--- config.mk ---
export PLATFORM = sky130hd
export DESIGN_NAME = reset_sequencer
export DESIGN_NICKNAME = d
export VERILOG_FILES = /design/src/rtl/reset_sequencer.sv
export SDC_FILE = /design/constraint.sdc
export NUM_CORES = 1
export LEC_CHECK = 0
export ABC_AREA = 1
export CAP_MARGIN = 10
export CORE_MARGIN = 1.5
export CORE_UTILIZATION = 61
export DETAILED_ROUTE_END_ITERATION = 10
export HOLD_SLACK_MARGIN = 0.05
export MAX_ROUTING_LAYER = met4
export PLACE_DENSITY = 0.95
export SLEW_MARGIN = 20
export SYNTH_ARGS = -nofsm -noshare
export SYNTH_HDL_FRONTEND = slang
export SYNTH_SLANG_ARGS = --single-unit
--- constraint.sdc ---
create_clock -name CLK -period 2.8 [get_ports CLK]
set_clock_uncertainty 0.1 [all_clocks]
set_input_delay 0.28 -clock CLK [delete_from_list [all_inputs] [get_ports CLK]]
set_output_delay 0.28 -clock CLK [all_outputs]
set_load 0.02 [all_outputs]
--- src/rtl/reset_sequencer.sv ---
// Ordered reset release: holds all stages, then frees them one at a time,
// waiting for each stage's ready plus a fixed gap before moving on.
module reset_sequencer #(
  parameter int NSTAGES        = 4,
  parameter int SW_HOLD        = 8,
  parameter int GAP_CYCLES     = 16,
  parameter int TIMEOUT_CYCLES = 1024
) (
  input  logic               CLK,
  input  logic               RST,
  input  logic               SW_RST_REQ,
  input  logic [NSTAGES-1:0] STAGE_READY,
  output logic [NSTAGES-1:0] STAGE_RST,
  output logic               ALL_READY,
  output logic               TIMEOUT_ERR,
  output logic               BUSY
);

  localparam int MAX_HG  = (SW_HOLD > GAP_CYCLES) ? SW_HOLD : GAP_CYCLES;
  localparam int MAX_CNT = (MAX_HG > TIMEOUT_CYCLES) ? MAX_HG : TIMEOUT_CYCLES;
  localparam int CW      = $clog2(MAX_CNT + 1);
  localparam int IW      = (NSTAGES > 1) ? $clog2(NSTAGES) : 1;

  localparam logic [CW-1:0] HOLD_LAST    = CW'(SW_HOLD - 1);
  localparam logic [CW-1:0] GAP_LAST     = CW'(GAP_CYCLES - 1);
  localparam logic [CW-1:0] TIMEOUT_LAST = CW'(TIMEOUT_CYCLES - 1);
  localparam logic [IW-1:0] IDX_LAST     = IW'(NSTAGES - 1);

  typedef enum logic [2:0] {
    S_HOLD,
    S_WAIT,
    S_GAP,
    S_DONE,
    S_ERROR
  } state_t;

  state_t             state, state_nxt;
  logic [IW-1:0]      idx, idx_nxt;
  logic [CW-1:0]      cnt, cnt_nxt;
  logic [NSTAGES-1:0] stage_rst_nxt;
  logic               all_ready_nxt;
  logic               timeout_err_nxt;
  logic               busy_nxt;

  always_ff @(posedge CLK or posedge RST) begin
    if (RST) begin
      state       <= S_HOLD;
      idx         <= '0;
      cnt         <= '0;
      STAGE_RST   <= '1;
      ALL_READY   <= 1'b0;
      TIMEOUT_ERR <= 1'b0;
      BUSY        <= 1'b1;
    end else begin
      state       <= state_nxt;
      idx         <= idx_nxt;
      cnt         <= cnt_nxt;
      STAGE_RST   <= stage_rst_nxt;
      ALL_READY   <= all_ready_nxt;
      TIMEOUT_ERR <= timeout_err_nxt;
      BUSY        <= busy_nxt;
    end
  end

  // Counter restarts on every state change; a software request overrides all.
  always_comb begin
    state_nxt       = state;
    idx_nxt         = idx;
    cnt_nxt         = cnt + 1'b1;
    stage_rst_nxt   = STAGE_RST;
    all_ready_nxt   = 1'b0;
    timeout_err_nxt = TIMEOUT_ERR;
    busy_nxt        = 1'b1;

    if (SW_RST_REQ) begin
      state_nxt       = S_HOLD;
      idx_nxt         = '0;
      cnt_nxt         = '0;
      stage_rst_nxt   = '1;
      timeout_err_nxt = 1'b0;
    end else begin
      case (state)
        S_HOLD: begin
          stage_rst_nxt = '1;
          if (cnt == HOLD_LAST) begin
            stage_rst_nxt[0] = 1'b0;
            state_nxt        = S_WAIT;
            idx_nxt          = '0;
            cnt_nxt          = '0;
          end
        end
        S_WAIT: begin
          // Ready on the final timeout edge still counts as success.
          if (STAGE_READY[idx]) begin
            cnt_nxt = '0;
            if (idx == IDX_LAST) begin
              state_nxt     = S_DONE;
              all_ready_nxt = 1'b1;
              busy_nxt      = 1'b0;
            end else begin
              state_nxt = S_GAP;
            end
          end else if (cnt == TIMEOUT_LAST) begin
            state_nxt       = S_ERROR;
            cnt_nxt         = '0;
            stage_rst_nxt   = '1;
            timeout_err_nxt = 1'b1;
            busy_nxt        = 1'b0;
          end
        end
        S_GAP: begin
          if (cnt == GAP_LAST) begin
            idx_nxt                = idx + 1'b1;
            stage_rst_nxt[idx_nxt] = 1'b0;
            state_nxt              = S_WAIT;
            cnt_nxt                = '0;
          end
        end
        S_DONE: begin
          cnt_nxt       = cnt;
          all_ready_nxt = &STAGE_READY;
          busy_nxt      = 1'b0;
        end
        S_ERROR: begin
          cnt_nxt       = cnt;
          stage_rst_nxt = '1;
          busy_nxt      = 1'b0;
        end
        default: begin
          state_nxt = S_HOLD;
        end
      endcase
    end
  end

endmodule

# ---- After elaboration in Yosys (flattened, before gate mapping)
# Index checks and enable logic that the tools add are counted.
dict set report totals {
  word_cells 81
  inputBits 7
  output_inout_bits 7
  reg_bits 23
}
dict set report op_classes {
  n_mux 40
  n_reduce_logical 12
  eq_ne 15
  order_cmp 3
  bitwise_logic 2
  n_addsub 2
}
# operator n
set ops {}
lappend ops {{11-bit two-way mux} 5}
lappend ops {{11-bit one-hot mux with 4 select lines} 1}
lappend ops {{4-bit two-way mux} 4}
lappend ops {{4-bit one-hot mux with 4 select lines} 1}
lappend ops {{1-bit two-way mux} 15}
lappend ops {{3-bit two-way mux} 5}
lappend ops {{3-bit != test (second input constant)} 4}
lappend ops {{3-bit one-hot mux with 4 select lines} 1}
lappend ops {{4-bit AND reduction} 3}
lappend ops {{11-bit by 1-bit adder with 11-bit output (second input constant)} 1}
lappend ops {{11-bit by 10-bit equality test with 1-bit output (second input constant)} 1}
lappend ops {{11-bit by 3-bit equality test with 1-bit output (second input constant)} 1}
lappend ops {{11-bit by 4-bit equality test with 1-bit output (second input constant)} 1}
lappend ops {{3-bit by 2-bit equality test with 1-bit output (second input constant)} 2}
lappend ops {{2-bit by 3-bit less-than comparator with 1-bit output (second input constant)} 2}
lappend ops {{2-bit two-way mux} 3}
lappend ops {{3-bit AND reduction} 2}
lappend ops {{5-bit nonzero test} 1}
lappend ops {{4-bit AND} 1}
lappend ops {{4-bit != test (second input constant)} 1}
lappend ops {{4-bit NOT} 1}
lappend ops {{1-bit one-hot mux with 2 select lines} 2}
lappend ops {{2-bit one-hot mux with 2 select lines} 1}
lappend ops {{2-bit nonzero test} 2}
lappend ops {{13 further kinds} 13}

# ---- Logic depth before layout (Yosys ltp)
# Gate-level depths: netlist of run 1.
dict set report depth {
  word_depth 10
  depth_mapped 11
  mapped_depth_nobuf 10
}

# ---- Worst setup path after synthesis of run 1
# OpenSTA, ideal clock, no wires.
dict set report synth_path {
  kind {flip-flop to flip-flop}
  from {register cnt[0]}
  to {register cnt[4]}
  arrival_time_ps 1291
  required_time_ps 2580
  path_slack_ps 1290
  setup_time_ps 120
  path_buffers 0
  period_less_slack_ps 1510
  path_stages_with_launch 11
  path_cell_list {dfrtp_1 > ha_1 > nand2_2 > nor2_4 > nand3_1 > nand3_2 > nand2_2 > nor2_4 > inv_2 > nand2_4 > nor2_1}
}
dict set report synth_via {
  elab_chain_cells 5
  elab_cells_between_ends 10
  classes_between {1 x add/sub; 3 x eq/ne; 6 x mux}
}
# item line_no
set synth_rtl {}
lappend synth_rtl {{start: declaration} 39} ;# logic [CW-1:0] cnt, cnt_nxt;
lappend synth_rtl {{start signal: assignment} 57} ;# cnt <= cnt_nxt;
lappend synth_rtl {{11-bit by 1-bit adder with 11-bit output or 11-bit by 10-bit equality test with 1-bit output (tied branches)} {69, 103}}
lappend synth_rtl {{11-bit two-way mux} 103} ;# end else if (cnt == TIMEOUT_LAST) begin
lappend synth_rtl {{11-bit two-way mux} 94} ;# if (STAGE_READY[idx]) begin
lappend synth_rtl {{11-bit one-hot mux with 4 select lines *} 82} ;# case (state)
lappend synth_rtl {{11-bit two-way mux *} 75} ;# if (SW_RST_REQ) begin
# Mark *: on every way between the ends. The rest lies on a longest branch, timed or not.
# A chain may end at the register's enable or synchronous reset.

# ---- Worst setup path after layout of run 1
dict set report layout_path {
  from {register STAGE_RST[2]}
  to {output port STAGE_RST[2]}
}
# item line_no
set layout_lines {}
lappend layout_lines {{start: declaration} 13} ;# output logic [NSTAGES-1:0] STAGE_RST,
lappend layout_lines {{start signal: assignment} 58} ;# STAGE_RST <= stage_rst_nxt;
# No word-level cell between the ends.

==> results of run 1 <==
[logic make-up after synthesis]
kind of cell	Yosys count
xor gates and xnor gates	5
and+or+nand+nor	112
buffers and inverters	35
adders and majority gates	6
DFF	23
AOI/OAI and AO/OA	28
[per-stage QoR]
stage / cells / util, %
global placement: 249 / 69.62
floorplan: 209 / -
CTS: 253 / 70.69
detailed placement: 249 / 69.62
global route: 253 / 70.69
finish: 253 / 70.69
[layout make-up]
class	instances	share of cell area, %
inverters	31	6.849
multi-input cells	151	48.02
repair buffers	14	7.931
flip-flops and latches	23	33.53
well taps	30	2.163
clock buffers	4	1.514
[per-layer routing]
layer | vias to the layer above | track usage, % | wire length, um
li1 | 705 | - | -
met1 | 658 | 34.98 | 1391
met2 | 46 | 42.18 | 1505
met3 | 5 | 2.778 | 216
met4 | 0 | 9.402 | 54
met5 | - | - | 0
[power by group through the flow]
stage / Combinational, mW / Sequential (mW) / Clock, mW
after CTS: 0.579 / 0.450 / 0.166
after detailed placement: 0.577 / 0.456 / 0
after global placement: 0.562 / 0.452 / 0
after global routing: 0.661 / 0.458 / 0.172
final: 0.582 / 0.449 / 0.156
after floorplan: 0.413 / 0.475 / 0
[cell usage after synthesis, drive strengths merged]
library cell	instances	area (sq um)
o2111ai	3	26.28
nand4	4	25.02
clkinv	2	10.01
nand3	24	140.1
xor2	5	43.79
o21ai	14	70.07
ha	6	75.07
dfstp	5	131.4
or3	1	6.260
o21bai	1	7.510
o21a	1	7.510
inv	29	108.9
nand2	55	224.0
nor2	28	156.4
a21oi	7	38.79
dfrtp	18	450.4
buf	4	28.78
o22ai	2	12.51
[state kept, by name, summed over array words and instances (netlist names)]
name / flops
BUSY: 1
STAGE_RST: 4
ALL_READY: 1
state: 3
cnt: 11
TIMEOUT_ERR: 1
idx: 2
[worst paths after layout]
check,endpoint,slack [ns],cells after the start,startpoint
min reg2reg,STAGE_RST[1],0.43,2,STAGE_RST[1]
min in group CLK,STAGE_RST[1],0.43,2,STAGE_RST[1]
min,cnt[8],0.34,2,RST
max,STAGE_RST[2],0.96,1,STAGE_RST[2]
max in group asynchronous,cnt[5],1.72,2,RST
max reg2reg,cnt[2],1.02,10,cnt[1]
==> flow_metrics.tcl, run 1 <==
set metrics [dict create \
    cp.required_ns 2.42 \
    syn-num-nets 222 \
    grt_first_pass_wirelength_um 5354 \
    synth_simple_gate_area_share_pct 35.31 \
    cts_max_level 1 \
    arrival_ns 1.46 \
    final_antenna_net_count 0 \
    syn-cell-area_sq_mm 0.001563 \
    critPathTopFamily "buffers and inverters" \
    path_class "flip-flop to primary output" \
    cts_buffers 3 \
    p_switching_uw 531.7 \
    internal_power_uw 655.8 \
    clk_latency_ns 0.32 \
    dp_hpwl_um 2416 \
    maxCapViolations 0 \
    status "completed" \
    drive_above_1_share_pct 13.90 \
    synth_top_family_by_area "simple AND/OR/NAND/NOR gates" \
    max_freq_ghz 0.5421 \
    powerDensity_mw_per_mm2 684.2 \
    power_frac_seq_pct 37.8 \
    syn_avg_cell_area_sq_um 7.477 \
    worst_pin_slew_ns 0.8837 \
    synth-compound-area-share_pct 10.41 \
    cts_root_buffer "clkbuf_4" \
    clock_sinks 23 \
    cpMaxStageDelayCell "clkdlybuf4s50_1" \
    dieArea_sq_mm 0.002875 \
    core_area_sq_mm 0.002455 \
    cts_resized 0 \
    yosysWarnings 0 \
    synthCells 209 \
    leakagePower_nw 0.8514 \
    place_congestion 0.9463 \
    cp-end-kind "primary output" \
    synth_mux_area_share_pct 0 \
    final_common_cell "nand2_1" \
    synth.ff_latch_count 23 \
    grt_pass1_vias 1254 \
    diodes 0 \
    initial_core_util_pct 63.66 \
    detail_route.iter0.violations 57 \
    antenna_found_initial 0 \
    crit_chain "clkdlybuf4s50_1" \
    finalCritPeriodShare_pct 65.88 \
    slew_headroom_pct 41.02 \
    dr.pass1.iters 4 \
    rsz0062_at_grt "no" \
    irDropWorstVdd_uv 563.9 \
    final_design_area_no_fill_sq_mm 0.001735 \
    io_pins 14 \
    cts_setup_buffers 0 \
    min_period_ns 1.845 \
    pwr-share-clk_pct 13.2 \
    regArea_sq_um 581.8 \
    clk_path_buf_depth 2 \
    rows 18 \
    grt.total_usage_pct 26.43 \
    routed_wl_um 3167 \
    path_clk_slew_ns 0.12 \
    combinationalPowerShare_pct 49.0 \
    final-setup-viol-count 0 \
    hold_viol 0 \
    slowest_delay_ns 0.59 \
    ys_seq_area_share_pct 37.23 \
    cp-start-kind "flip-flop" \
    place_ws_ns 0.8564 \
    holdWs_ns 0.3355 \
    multi_input_area_sq_um 833.3 \
    hold_buffers 0 \
    vias 1414 \
    final_cell_mix "50 x nand2_1, 26 x inv_1, 21 x nor2_1" \
    drc_errors 0 \
    overflow 0 \
    synth_xor_area_share_pct 2.802 \
    cts_tree "built" \
    crit_buf_inv 1 \
    crit_fanout 2 \
    finalMaxSlewViolations 0 \
    flow.area_growth_from_synthesis_pct 11.05 \
    fillers 198 \
    grt_start_max_net_pins 24 \
    die_w_um 53.62 \
    vias_per_cell 5.589 \
    synth_cell_types 28 \
    place_area_sq_mm 0.001709 \
    swShare_pct 44.77 \
    layout_setup_ws_ns 0.9553 \
    port_buffers 13 \
    tns_ns 0 \
    hold_path.class "primary input to async pin" \
    fin_total_pwr_mw 1.187 \
    nets 237 \
    synthAdderAreaFrac_pct 4.804 \
    die_h_um 53.62 \
    wire_per_inst_um 12.52 \
]
(Power assumes the default switching activity.)
==> inputs of run 2 (changes only) <==
--- a/config.mk
+++ b/config.mk
@@ -8,11 +8,11 @@
 export ABC_AREA = 1
 export CAP_MARGIN = 10
 export CORE_MARGIN = 1.5
-export CORE_UTILIZATION = 61
+export CORE_UTILIZATION = 51
 export DETAILED_ROUTE_END_ITERATION = 10
 export HOLD_SLACK_MARGIN = 0.05
 export MAX_ROUTING_LAYER = met4
-export PLACE_DENSITY = 0.95
+export PLACE_DENSITY = 0.86
 export SLEW_MARGIN = 20
 export SYNTH_ARGS = -nofsm -noshare
 export SYNTH_HDL_FRONTEND = slang
==> constraint.sdc (replaced) <==
create_clock -name CLK -period 1.5 [get_ports CLK]
set_clock_uncertainty 0.1 [all_clocks]
set_input_delay 0.15 -clock CLK [delete_from_list [all_inputs] [get_ports CLK]]
set_output_delay 0.15 -clock CLK [all_outputs]
set_load 0.02 [all_outputs]
==> run 2 against run 1 <==
Against the previous run:
- the run now ends with negative setup slack left
- non-clock buffer count increased by 42
- via count rose by 24%
- largest power group unchanged
- hold slack worse by 0.29 ns
- cell area up 29%
- highest routed layer unchanged
- sequential share of layout area shrank 7.4 points
- power up 130%
- sequential power grew 87%
==> flow_metrics.tcl, run 2 (synthesis gave the netlist of run 1 again) <==
set metrics [dict create \
    final_common_cell "nand2_1" \
    finalCritPeriodShare_pct 115.6 \
    p_switching_mw 1.227 \
    cp.required_ns 1.67 \
    grt_start_max_net_pins 24 \
    violations "negative setup slack" \
    cp-start-kind "flip-flop" \
    initial_core_util_pct 55.24 \
    slowest_delay_ns 0.46 \
    combinationalPowerShare_pct 56.9 \
    antenna_found_initial 0 \
    maxCapViolations 0 \
    regMostFlops "cnt" \
    final_design_area_no_fill_sq_mm 0.002235 \
    flow.area_growth_from_synthesis_pct 42.99 \
    die_w_um 58.36 \
    dp_hpwl_um 2927 \
    path_clk_slew_ns 0.14 \
    rsz0062_at_grt "yes" \
    clk_latency_ns 0.34 \
    hold_buffers 0 \
    port_buffers 13 \
    clock_sinks 23 \
    clk_path_buf_depth 2 \
    vias_per_cell 5.926 \
    detail_route.iter0.violations 140 \
    irDropWorstVdd_uv 939.3 \
    vias 1754 \
    dr.pass1.iters 4 \
    grt.total_usage_pct 29.57 \
    crit_chain "inv_1 -> nand2_1 -> nand3_1 -> nand2_2 -> inv_1 -> nand3_1 -> nand2_1 -> nor2_4 -> nand2_1 -> o21ai_0" \
    nets 279 \
    rows 19 \
    worst_pin_slew_ns 0.3060 \
    die_h_um 58.36 \
    hold_viol 0 \
    final_antenna_net_count 0 \
    grt_pass1_vias 1591 \
    crit_top_cell "nand2_1" \
    place_area_sq_mm 0.001988 \
    layout_setup_ws_ns -0.2338 \
    tns_ns -2.476 \
    power_frac_seq_pct 31.3 \
    drc_errors 0 \
    final-setup-viol-count 20 \
    largest_reg_flops 11 \
    min_period_ns 1.734 \
    leakagePower_nw 1.102 \
    reg_top3 "cnt (11), STAGE_RST (4), state (3)" \
    slew_headroom_pct 79.60 \
    cts_root_buffer "clkbuf_4" \
    ff2ff_setup_slack_ns -0.23 \
    place_ws_ns -0.1355 \
    core_area_sq_mm 0.002829 \
    arrival_ns 1.90 \
    cpMaxStageDelayCell "dfrtp_1" \
    crit_fanout 8 \
    cp-end-kind "flip-flop" \
    hold_path.class "primary input to async pin" \
    routed_wl_um 4945 \
    drive_above_1_share_pct 37.74 \
    internal_power_mw 1.458 \
    max_freq_ghz 0.5768 \
    grt_first_pass_wirelength_um 7217 \
    swShare_pct 45.71 \
    overflow 0 \
    pwr-share-clk_pct 11.8 \
    cts_tree "built" \
    path_class "flip-flop to flip-flop" \
    final_cell_mix "46 x nand2_1, 40 x buf_4, 24 x inv_1" \
    powerDensity_mw_per_mm2 1201 \
    dieArea_sq_mm 0.003405 \
    finalMaxSlewViolations 0 \
    io_pins 14 \
    status "finished, violations left" \
    cts_max_level 1 \
    cts_buffers 3 \
    place_congestion 0.9136 \
    diodes 0 \
    wire_per_inst_um 16.71 \
]
==> run 2: per-stage QoR <==
| stage | std cells | hold WS (ns) | power (mW) | utilization (%) |
|---|---|---|---|---|
| 6_report | 296 | 0.04123 | 2.685 | 78.99 |
| 3_3_place_gp | 284 | 0.3874 | 2.072 | 70.28 |
| 3_5_place_dp | 284 | 0.4023 | 2.124 | 70.28 |
| 4_1_cts | 292 | 0.07864 | 2.521 | 75.19 |
| 2_1_floorplan | 209 | 0.04822 | 1.665 | - |
| 5_1_grt | 296 | 0.08014 | 2.838 | 78.99 |
==> run 2: power groups by stage <==
stage | sequential, mW | clock [mW] | combinational [mW]
2_1_floorplan | 0.888 | 0 | 0.777
4_1_cts | 0.824 | 0.301 | 1.40
3_3_place_gp | 0.832 | 0 | 1.24
6_report | 0.840 | 0.317 | 1.53
3_5_place_dp | 0.836 | 0 | 1.29
5_1_grt | 0.854 | 0.335 | 1.65
==> run 2: metal layers <==
metal | up-vias | GRT usage, % | share of wire [%]
li1 | 789 | - | -
met1 | 816 | 34.94 | 40
met2 | 114 | 47.19 | 47
met3 | 35 | 4.835 | 8.7
met4 | 0 | 17.94 | 4.9
met5 | - | - | 0
==> run 2: final timing paths <==
kind	from	endpoint	cells after the start
max	idx[0]	STAGE_RST[2]	10
min	RST	cnt[6]	3
max reg2reg	idx[0]	STAGE_RST[2]	10
min reg2reg	STAGE_RST[1]	STAGE_RST[1]	2
max in group asynchronous	RST	BUSY	3
min in group CLK	SW_RST_REQ	TIMEOUT_ERR	3
==> run 2: area by class of cell <==
cell class,count,area (sq um)
fill,172,594.3
inverter,31,118.9
clock buffer,4,26.28
tap,31,38.79
timing repair buffer,56,464.2
multi-input combinational,151,1002
sequential,23,584.3
==> run 2: what timing repair did <==
item / CTS / global route
setup endpoints to repair: 28 / 22
setup buffers: 4 / 6
resized for setup: 28 / 22
pin swaps: 7 / 6
==> run 2: critical path, delay by kind of cell, from the launching register on <==
family | cells | cell delay [ns]
buf+inv | 2 | 0.19
simple gates | 7 | 0.83
flops | 1 | 0.46
compound gates | 1 | 0.08
==> inputs of run 3 (changes only) <==
--- a/config.mk
+++ b/config.mk
@@ -13,6 +13,7 @@
 export HOLD_SLACK_MARGIN = 0.05
 export MAX_ROUTING_LAYER = met4
 export PLACE_DENSITY = 0.86
+export SKIP_CTS_REPAIR_TIMING = 1
 export SLEW_MARGIN = 20
 export SYNTH_ARGS = -nofsm -noshare
 export SYNTH_HDL_FRONTEND = slang
==> run 3 against run 2 <==
Against the previous run:
- the run still ends with negative setup slack left
- sequential power is 2% lower
- routed wire length is 3.6% lower
- via count is 3.8% lower
- non-clock buffer count is 4 lower
- clock power is 4% lower
- utilization is 2.0 points lower
- global-route usage is 4.8 points lower
==> flow_metrics.tcl, run 3 (synthesis gave the netlist of run 1 again) <==
set metrics [dict create \
    core_area_sq_mm 0.002829 \
    hold_viol 0 \
    dieArea_sq_mm 0.003405 \
    place_congestion 0.9136 \
    swShare_pct 45.43 \
    hold_path.class "primary input to async pin" \
    p_switching_mw 1.214 \
    detail_route.iter0.violations 156 \
    tns_ns -3.471 \
    die_h_um 58.36 \
    rsz0062_at_grt "yes" \
    max_freq_ghz 0.5692 \
    regArea_sq_um 583.1 \
    grt.total_usage_pct 24.74 \
    grt_first_pass_wirelength_um 6258 \
    vias_per_cell 5.781 \
    cts_buffers 3 \
    arrival_ns 1.87 \
    clock_sinks 23 \
    cts_max_level 1 \
    io_pins 14 \
    irDropWorstVdd_uv 948.3 \
    cp-end-kind "flip-flop" \
    min_period_ns 1.757 \
    largest_reg_flops 11 \
    nets 275 \
    rows 19 \
    overflow 0 \
    clk_latency_ns 0.33 \
    antenna_found_initial 0 \
    final_antenna_net_count 0 \
    routed_wl_um 4768 \
    internal_power_mw 1.458 \
    slowest_delay_ns 0.45 \
    finalCritPeriodShare_pct 117.1 \
    cpMaxStageDelayCell "dfrtp_1" \
    place_area_sq_mm 0.001988 \
    vias 1688 \
    regMostFlops "cnt" \
    crit_chain "clkinv_2 -> nand2_1 -> nor2_2 -> nand3_2 -> nand2_2 -> buf_4 -> nand3_1 -> nand3_1 -> o21ai_0" \
    slew_headroom_pct 80.00 \
    power_frac_seq_pct 31.0 \
    clk_path_buf_depth 2 \
    die_w_um 58.36 \
    maxCapViolations 0 \
    fillers 183 \
    path_clk_slew_ns 0.14 \
    port_buffers 13 \
    pwr-share-clk_pct 11.4 \
    crit_top_cell "nand3_1" \
    initial_core_util_pct 55.24 \
    grt_start_max_net_pins 24 \
    wire_per_inst_um 16.33 \
    final-setup-viol-count 21 \
    cp.required_ns 1.61 \
    reg_top3 "cnt (11), STAGE_RST (4), state (3)" \
    cts_tree "built" \
    path_class "flip-flop to flip-flop" \
    worst_pin_slew_ns 0.2999 \
    layout_setup_ws_ns -0.2569 \
    violations "negative setup slack" \
    multi_input_area_sq_um 953.4 \
    status "finished, violations left" \
    drive_above_1_share_pct 34.10 \
    cp-start-kind "flip-flop" \
    final_common_cell "nand2_1" \
    dp_hpwl_um 2927 \
    powerDensity_mw_per_mm2 1227 \
    flow.area_growth_from_synthesis_pct 39.31 \
    dr.pass1.iters 5 \
    final_cell_mix "47 x nand2_1, 37 x buf_4, 25 x inv_1" \
    diodes 0 \
    leakagePower_nw 1.117 \
    combinationalPowerShare_pct 57.6 \
    final_design_area_no_fill_sq_mm 0.002177 \
    drc_errors 0 \
    crit_fanout 4 \
    finalMaxSlewViolations 0 \
    grt_pass1_vias 1439 \
    cts_root_buffer "clkbuf_4" \
]
==> run 3: changes by cell type in the layout (fill, tap and decap cells not counted), sizes merged <==
| cell | change |
|---|---|
| dlygate4sd2 | -7 |
| dlymetal6s2s | +7 |
| buf | -4 |
==> run 3: critical path, delay by kind of cell (launching register included) <==
kind | cells | cell delay, ns
simple gates | 6 | 0.81
flops | 1 | 0.45
compound gates | 1 | 0.09
buf+inv | 2 | 0.18
==> run 3: cell type report <==
cell class / count / share of cell area (%)
flip-flops and latches: 23 / 26.78
multi-input cells: 151 / 43.79
inverters: 31 / 5.460
repair buffers: 52 / 20.98
clock buffers: 4 / 1.207
well taps: 31 / 1.782
==> run 3: path summary, 6_finish.rpt <==
path                               from           end  slack [ns]  depth (start not counted)
max reg2reg                      cnt[5]        idx[1]       -0.26                          9
min in group CLK           STAGE_RST[3]  STAGE_RST[3]        0.41                          2
min                                 RST        cnt[6]        0.05                          3
min reg2reg                STAGE_RST[3]  STAGE_RST[3]        0.41                          2
max in group asynchronous           RST  STAGE_RST[2]        0.96                          3
max                              cnt[5]        idx[1]       -0.26                          9
==> run 3: power by group through the flow <==
stage | Sequential [mW] | Combinational [mW] | Clock (mW)
final | 0.827 | 1.54 | 0.305
after global routing | 0.839 | 1.65 | 0.327
after CTS | 0.825 | 1.29 | 0.301
after detailed placement | 0.836 | 1.29 | 0
after global placement | 0.832 | 1.24 | 0
after floorplan | 0.888 | 0.777 | 0
==> run 3: per-stage QoR <==
step                      hold slack, ns  worst slack, ns  power (mW)  std cells  utilization, %
final                            0.05222          -0.2569       2.672        292           76.96
after global routing             0.09857          -0.3123       2.813        292           76.96
after CTS                        0.07864          -0.2175       2.418        288           71.21
after detailed placement          0.4023          -0.1355       2.124        284           70.28
after global placement            0.3874         -0.07854       2.072        284           70.28
after floorplan                  0.04822        -0.009958       1.665        209               -
==> run 3: per-layer routing <==
metal	GRT usage, %	vias up	part of all wire, %
li1	-	771	-
met1	32.53	781	40
met2	39.97	110	49
met3	2.418	26	7.0
met4	8.638	0	4.4
met5	-	-	0
